$ cat config.mk
export PLATFORM = sky130hd
export DESIGN_NAME = mul_seq_ctrl
export DESIGN_NICKNAME = d
export VERILOG_FILES = /design/src/rtl/mul_seq_ctrl.sv
export SDC_FILE = /design/constraint.sdc
export NUM_CORES = 1
export LEC_CHECK = 0
export CAP_MARGIN = 30
export CORE_MARGIN = 2
export CORE_UTILIZATION = 45
export DETAILED_ROUTE_END_ITERATION = 7
export HOLD_SLACK_MARGIN = 0.1
export PLACE_DENSITY = 0.82
export SYNTH_ARGS = -nofsm -noshare
export SYNTH_HDL_FRONTEND = slang
export SYNTH_SLANG_ARGS = --single-unit
$ cat constraint.sdc
create_clock -name clk -period 1.79 [get_ports clk]
set_clock_uncertainty 0.1 [all_clocks]
set_input_delay 0.2685 -clock clk [delete_from_list [all_inputs] [get_ports clk]]
set_output_delay 0.2685 -clock clk [all_outputs]
set_load 0.02 [all_outputs]
$ cat src/rtl/mul_seq_ctrl.sv
// Microcommand sequencer for a shift-and-add multiplier datapath.
// Ports: clk, rst_n (sync, active-low), start, p[3:0] conditions in;
//        clkout (~clk), y[11:0] microcommand, busy, done out.
module mul_seq_ctrl #(
  parameter int N = 8
) (
  input  logic        clk,
  input  logic        rst_n,
  input  logic        start,
  input  logic [3:0]  p,
  output logic        clkout,
  output logic [11:0] y,
  output logic        busy,
  output logic        done
);

  localparam int CW = $clog2(N) + 1;
  localparam logic [CW-1:0] CNT_N   = CW'(N);
  localparam logic [CW-1:0] CNT_ONE = CW'(1);

  localparam logic [11:0] Y_LOAD  = 12'h003;
  localparam logic [11:0] Y_ZERO  = 12'h022;
  localparam logic [11:0] Y_ADD   = 12'h004;
  localparam logic [11:0] Y_SHIFT = 12'h008;
  localparam logic [11:0] Y_SIGN  = 12'h020;
  localparam logic [11:0] Y_SGN   = 12'h010;
  localparam logic [11:0] Y_DONE  = 12'h800;

  typedef enum logic [3:0] {
    IDLE, LOAD, CHECK, ZERO, TEST,
    ADD, SHIFT, SIGN, DONE
  } state_t;

  state_t        state;
  logic [CW-1:0] cnt;

  assign clkout = ~clk;

  // Outputs are registered: each branch loads the
  // microcommand of the state being entered.
  always_ff @(posedge clk) begin
    if (!rst_n) begin
      state <= IDLE;
      cnt   <= '0;
      y     <= '0;
      busy  <= 1'b0;
      done  <= 1'b0;
    end else begin
      y    <= '0;
      busy <= 1'b1;
      done <= 1'b0;
      case (state)
        IDLE: begin
          if (start) begin
            state <= LOAD;
            y     <= Y_LOAD;
          end else begin
            busy  <= 1'b0;
          end
        end
        LOAD: begin
          cnt   <= CNT_N;
          state <= CHECK;
        end
        CHECK: begin
          if (p[1] | p[2]) begin
            state <= ZERO;
            y     <= Y_ZERO;
          end else begin
            state <= TEST;
          end
        end
        ZERO: begin
          state <= DONE;
          y     <= Y_DONE;
          done  <= 1'b1;
        end
        TEST: begin
          if (p[0]) begin
            state <= ADD;
            y     <= Y_ADD;
          end else begin
            state <= SHIFT;
            y     <= Y_SHIFT;
          end
        end
        ADD: begin
          state <= SHIFT;
          y     <= Y_SHIFT;
        end
        SHIFT: begin
          cnt <= cnt - CNT_ONE;
          if (cnt == CNT_ONE) begin
            // Operand signs are stable for the whole run,
            // so the sign flag is captured on entry to SIGN
            // to keep y glitch-free.
            state <= SIGN;
            y     <= Y_SIGN | (p[3] ? Y_SGN : 12'h000);
          end else begin
            state <= TEST;
          end
        end
        SIGN: begin
          state <= DONE;
          y     <= Y_DONE;
          done  <= 1'b1;
        end
        DONE: begin
          state <= IDLE;
          busy  <= 1'b0;
        end
        default: begin
          state <= IDLE;
          busy  <= 1'b0;
        end
      endcase
    end
  end

endmodule

==> impl_results.md, run 1 <==
* Clock H-tree levels at 1
* Post-synthesis adder-cell area fraction at 0.03289
* Pwr dens at 940.5 nW/um2
* Max VDD drop at 0.7911 mV
* Final Setup Violations at 0
* Inst Count DP at 111
* DRT Pass-1 Iters at 4
* Final TNS setup at 0 ns
* Mux cell area share after synthesis at 0
* Final Max Tran Viols at 0
* Post-synthesis xor/xnor area fraction at 0
* Sw frac at 0.3020
* DRT iter0 DRCs at 16
* Sequential share of power at 0.471
* Setup crit end: clkout
* Status: completed
* Crit. Startpoint: clk
* Number of hold violations in the final report at 0
* Synth warn at 0
* Worst hold path cell count at 2
* Wire length per cell at 13.63 um
* P_int at 0.6218 mW
* Hold_ws at 0.4162 ns
* Yosys cell types at 32
* Antenna fix cells at 0
* Reg2reg end: state[0]
* FFs w/ async S/R, synth at 0
* Clk pwr share at 0.371
* Synth Area in Compound Gates at 0.1711
* Net switching power figure at 0.2690 mW
* CTS Hold Buffers Added at 0
* PortBufs at 16
* Leak at 0.3759 nW
* RSZ-0062 raised after global routing: no
* Nets at 109
* Gpl congestion at 0.7830
* CP Launch Type: clock port
* Reg2reg setup slack at 0.24 ns
* Share of synthesized cell area in and, or, nand and nor gates at 0.2336
* Synth Register Bits at 17
* Share of layout cells above drive strength 1 at 0.1111
* EDFF count, synth at 0
* Initial antenna violation count at 0
* Gr usage total at 0.1899
* Drt via density at 5.513
* Largest family of logic cells by synthesized area: simple AND/OR/NAND/NOR gates
* Die X at 45.12 um
* Placed instance area at 913.4 um2
* Total CTS buffers at 3
* Detail Placement HPWL at 1.191 mm
* Area of the core at 1541 um2
* CTS root buf: clkbuf_4
* Die Height at 45.12 um
* Critical Path RT at 1.42 ns
* Clock buffer depth at 2
* Hold Path Class: reg2reg
* Final core occ at 0.6144
* Total vias in the final route at 634
* Syn_area_per_cell at 9.392 um2
* Max FO, Critical Path at 10
* Setup bufs post-CTS at 0
* Residual DRC at 0
* TritonCTS clock tree: built
* Overflow after GRT at 0
* Worst skew pair latency at 0.30 ns
* Final wirelength at 1.568 mm
* Ys flop type: dfxtp_1
* Final instance area at 947.2 um2
* R2r startpoint: state[2]
* Critical setup path kind: clk2out
* Synth-to-Final Area Change at 24.51%
* Post-synthesis instance total at 81
* Max cap viols at 0
* Row count at 14
* Largest net degree at the start of global routing at 14
* Die Area at 2035 um2
* Clk slew on worst S/H paths at 0.09 ns
* Antenna viol nets, final at 0
* Global-route wire length before repair at 2.691 mm
* # IOs at 22
* Worst EP arrival at 1.36 ns
* Initial Util at 0.4935
* Number of global-route vias before repair at 616
* Cell depth of the worst flop-to-flop path at 3
* Comb pwr share at 0.158
* CP endpoint kind: output port
* Mapped cell area at 760.7 um2
* Fin cells at 115
* Seq/Total Area, Yosys at 0.4474
[sequential cells by signal, indices dropped and copies added, names as in the netlist]
| signal | count |
|---|---|
| busy | 1 |
| cnt | 4 |
| done | 1 |
| state | 4 |
| y | 7 |
[power groups by stage]
stage | clock network, mW | logic (mW) | registers (mW)
6_report | 0.330 | 0.141 | 0.420
5_1_grt | 0.357 | 0.157 | 0.423
4_1_cts | 0.318 | 0.140 | 0.420
3_5_place_dp | 0.0828 | 0.140 | 0.429
3_3_place_gp | 0.0828 | 0.135 | 0.427
2_1_floorplan | 0.0400 | 0.0954 | 0.430
[layer usage]
layer	wire length [um]	track usage	vias to the layer above
met5	0	0	-
met4	35	0.1118	0
met3	81	0.04800	5
met2	795	0.3229	26
met1	656	0.2120	289
li1	-	-	314
[layout make-up]
class,count,area [um2]
flip-flops and latches,17,340.3
multi-input cells,53,351.6
fillers,144,594.3
clock inverters,1,3.754
inverters,6,22.52
well taps,16,20.02
clock buffers,5,43.79
repair buffers,17,165.2
[cell usage after synthesis, drive strengths merged (3+ instances only)]
cell type  count  area share
and3           3       0.025
dfxtp         17        0.45
o21ai          3       0.020
nor2b          3       0.025
buf            7       0.071
a21oi          6       0.039
inv            7       0.035
nor2           6       0.030
a31oi          3       0.025
[kinds of logic (layout without fill, tap and decap cells)]
family / Yosys count / in the layout
buffers and inverters: 15 / 29
DFF: 17 / 17
other: 1 / 5
and+or+nand+nor: 28 / 28
adders and majority gates: 2 / 2
AOI/OAI and AO/OA: 18 / 18
[layout by cell type (no fill, tap or decap), drive strengths merged, types with 2 or more instances in the layout]
cell type,netlist,final
dfxtp,17,17
clkdlybuf4s50,0,15
inv,7,7
nor2,6,6
a21oi,6,6
conb,1,5
buf,7,4
nor2b,3,3
o21ai,3,3
and3,3,3
a31oi,3,3
clkbuf,1,3
nand2b,2,2
and4,2,2
nand3,2,2
nor3,2,2
ha,2,2
a2111oi,2,2
[repair_timing]
| item | in CTS | in global routing |
|---|---|---|
| gates resized for setup | 4 | 2 |
| pin swaps | 0 | 0 |
| endpoints found under the setup margin | 1 | 1 |
| cloned | 0 | 0 |
[metrics by stage]
| stage | power (mW) | setup WS (ns) |
|---|---|---|
| 2_1_floorplan | 0.5651 | 0.3983 |
| 3_3_place_gp | 0.6448 | -0.08242 |
| 3_5_place_dp | 0.6510 | -0.08242 |
| 4_1_cts | 0.8784 | 0.01703 |
| 5_1_grt | 0.9364 | 0.02230 |
| 6_report | 0.8908 | 0.06270 |
[how the worst min path moves through the flow]
| stage | startpoint | to | slack, ns |
|---|---|---|---|
| 2_1_floorplan | clk | clkout | 0.25 |
| 3_3_place_gp | cnt[3] | cnt[3] | 0.38 |
| 3_5_place_dp | cnt[3] | cnt[3] | 0.40 |
| 4_1_cts | p[3] | y[4] | 0.40 |
| 5_1_grt | p[3] | y[4] | 0.43 |
| 6_report | cnt[1] | cnt[1] | 0.42 |
[critical path: stages]
cell and delay, ns:
clkbuf_4 0.12, buf_4 0.16, inv_1 0.06, buf_4 0.13
No activity file was read; power rests on OpenSTA's default activity.
==> run 2, diff against run 1 <==
CORE_MARGIN = 5   (was 2)
SETUP_SLACK_MARGIN = 0.4   (was default)
==> impl_results.md, run 2 (synthesized netlist as in run 1, its figures left out) <==
* Pre-CTS setup slack at -0.08373 ns
* Worst path bufs/invs at 4
* Critical Path RT at 1.42 ns
* Critical Path Slowest Stage Cell: buf_8
* CP most frequent cell: buf_8
* Largest registers: y (7), cnt (4), state (4)
* Critical setup path kind: clk2out
* Gpl congestion at 0.8039
* Levels on crit path at 4
* Max FO, Critical Path at 2
* Detail Placement HPWL at 1.085 mm
* Final worst slack at 0.1564 ns
* Share of layout cells above drive strength 1 at 0.2222
* Drt via density at 5.470
* Hold endpoint: cnt[3]
* Inst Count DP at 110
* Number of hold violations in the final report at 0
* Reg2reg end: cnt[0]
* Wire length per cell at 13.83 um
* Clk slew on worst S/H paths at 0.06 ns
* Die Height at 51.12 um
* Final core occ at 0.6445
* Row count at 14
* Total vias in the final route at 629
* Gr usage total at 0.1369
* Final wirelength at 1.590 mm
* Worst path max stage delay at 0.11 ns
* Pwr dens at 1031 nW/um2
* Residual DRC at 0
* Worst EP arrival at 1.27 ns
* TritonCTS clock tree: built
* Clock buffer depth at 2
* Antenna fix cells at 0
* Commonest cells after routing, fill and taps aside: dfxtp_1, dlygate4sd2_1, inv_1, nor2_1, clkdlybuf4s50_1
* Die Area at 2613 um2
* Nets at 109
* Reg2reg setup slack at 0.45 ns
* Final Setup Violations at 0
* PortBufs at 16
* Commonest non-fill, non-tap cell in the layout: dfxtp_1
* CP top delay family: buffers and inverters
* Die X at 51.12 um
* CP Cell Sequence: buf_8 > buf_8 > clkinvlp_4 > buf_6
* Antenna viol nets, final at 0
* Leak at 0.4263 nW
* Fin cells at 115
* Worst skew pair latency at 0.30 ns
* Final Power at 1.035 mW
* RSZ-0062 raised after global routing: yes
* Final Max Tran Viols at 0
* Synth-to-Final Area Change at 32.07%
* Hold Path Class: reg2reg
* Clock H-tree levels at 1
* Slew Limit Headroom at 0.6647
* Initial antenna violation count at 0
* Number of global-route vias before repair at 611
* R2r startpoint: state[0]
* Total CTS buffers at 3
* Hold_ws at 0.3946 ns
* Overflow after GRT at 0
* Largest net degree at the start of global routing at 14
* Worst hold path cell count at 1
* CP endpoint kind: output port
* DRT Pass-1 Iters at 4
* CTS Hold Buffers Added at 0
* # IOs at 22
* Area of the core at 1559 um2
* CP Launch Type: clock port
* Cell depth of the worst flop-to-flop path at 3
* DRT iter0 DRCs at 10
* Max cap viols at 0
* Initial Util at 0.4880
* Status: completed
* Global-route wire length before repair at 2.608 mm
* Hold path start: cnt[3]
* CTS root buf: clkbuf_4
* Largest Register: y
* Worst-margin pin slew at 0.4975 ns
* Max VDD drop at 1.249 mV
* Largest register FFs at 7
==> run 2: cell count changes in the layout (fill, tap and decap cells not counted), sizes merged <==
cell | before | now
clkinvlp | 0 | 1
dlygate4sd2 | 0 | 9
clkbuf | 3 | 2
inv | 7 | 6
buf | 4 | 5
clkdlybuf4s50 | 15 | 6
==> run 2: worst max path at each step <==
| stage | from | slack (ns) | end |
|---|---|---|---|
| finish | clk | 0.16 | clkout |
| global route | clk | 0.14 | clkout |
| CTS | clk | 0.11 | clkout |
| detailed placement | clk | -0.08 | clkout |
| global placement | clk | -0.08 | clkout |
| floorplan | clk | 0.44 | clkout |
==> run 2: cell type report <==
class,instances,area (um2)
clock inverters,1,7.507
well taps,16,20.02
flip-flops and latches,17,356.6
multi-input cells,53,381.6
clock buffers,6,70.07
repair buffers,16,146.4
fillers,126,554.3
inverters,6,22.52
==> run 2: timing repair <==
item	in CTS	in global routing
setup buffers	1	0
endpoints found under the setup margin	17	9
gates cloned	0	0
resized for setup	21	15
==> run 2: worst register-to-register path, cell delays in order (launching register included) <==
cell	delay, ns
dfxtp_4	0.43
or3b_4	0.43
a21oi_1	0.19
a2111oi_2	0.07
==> run 2: through the flow <==
| stage | cell area, um2 | setup TNS [ns] |
|---|---|---|
| after floorplan | 779.5 | 0 |
| after global placement | 909.6 | -0.08373 |
| after detailed placement | 909.6 | -0.08373 |
| after CTS | 962.2 | 0 |
| after global routing | 1005 | 0 |
| final | 1005 | 0 |
==> run 2: metal layers <==
metal,up-vias,track usage,wire length (um)
met5,-,0,0
met4,0,0.08072,33
met3,4,0.07849,143
met2,23,0.2103,762
met1,289,0.1459,651
li1,313,-,-
==> run 2: power breakdown <==
group	internal (mW)	switching [mW]
logic	0.0613	0.0721
clock network	0.272	0.204
registers	0.398	0.0277
total	0.732	0.303
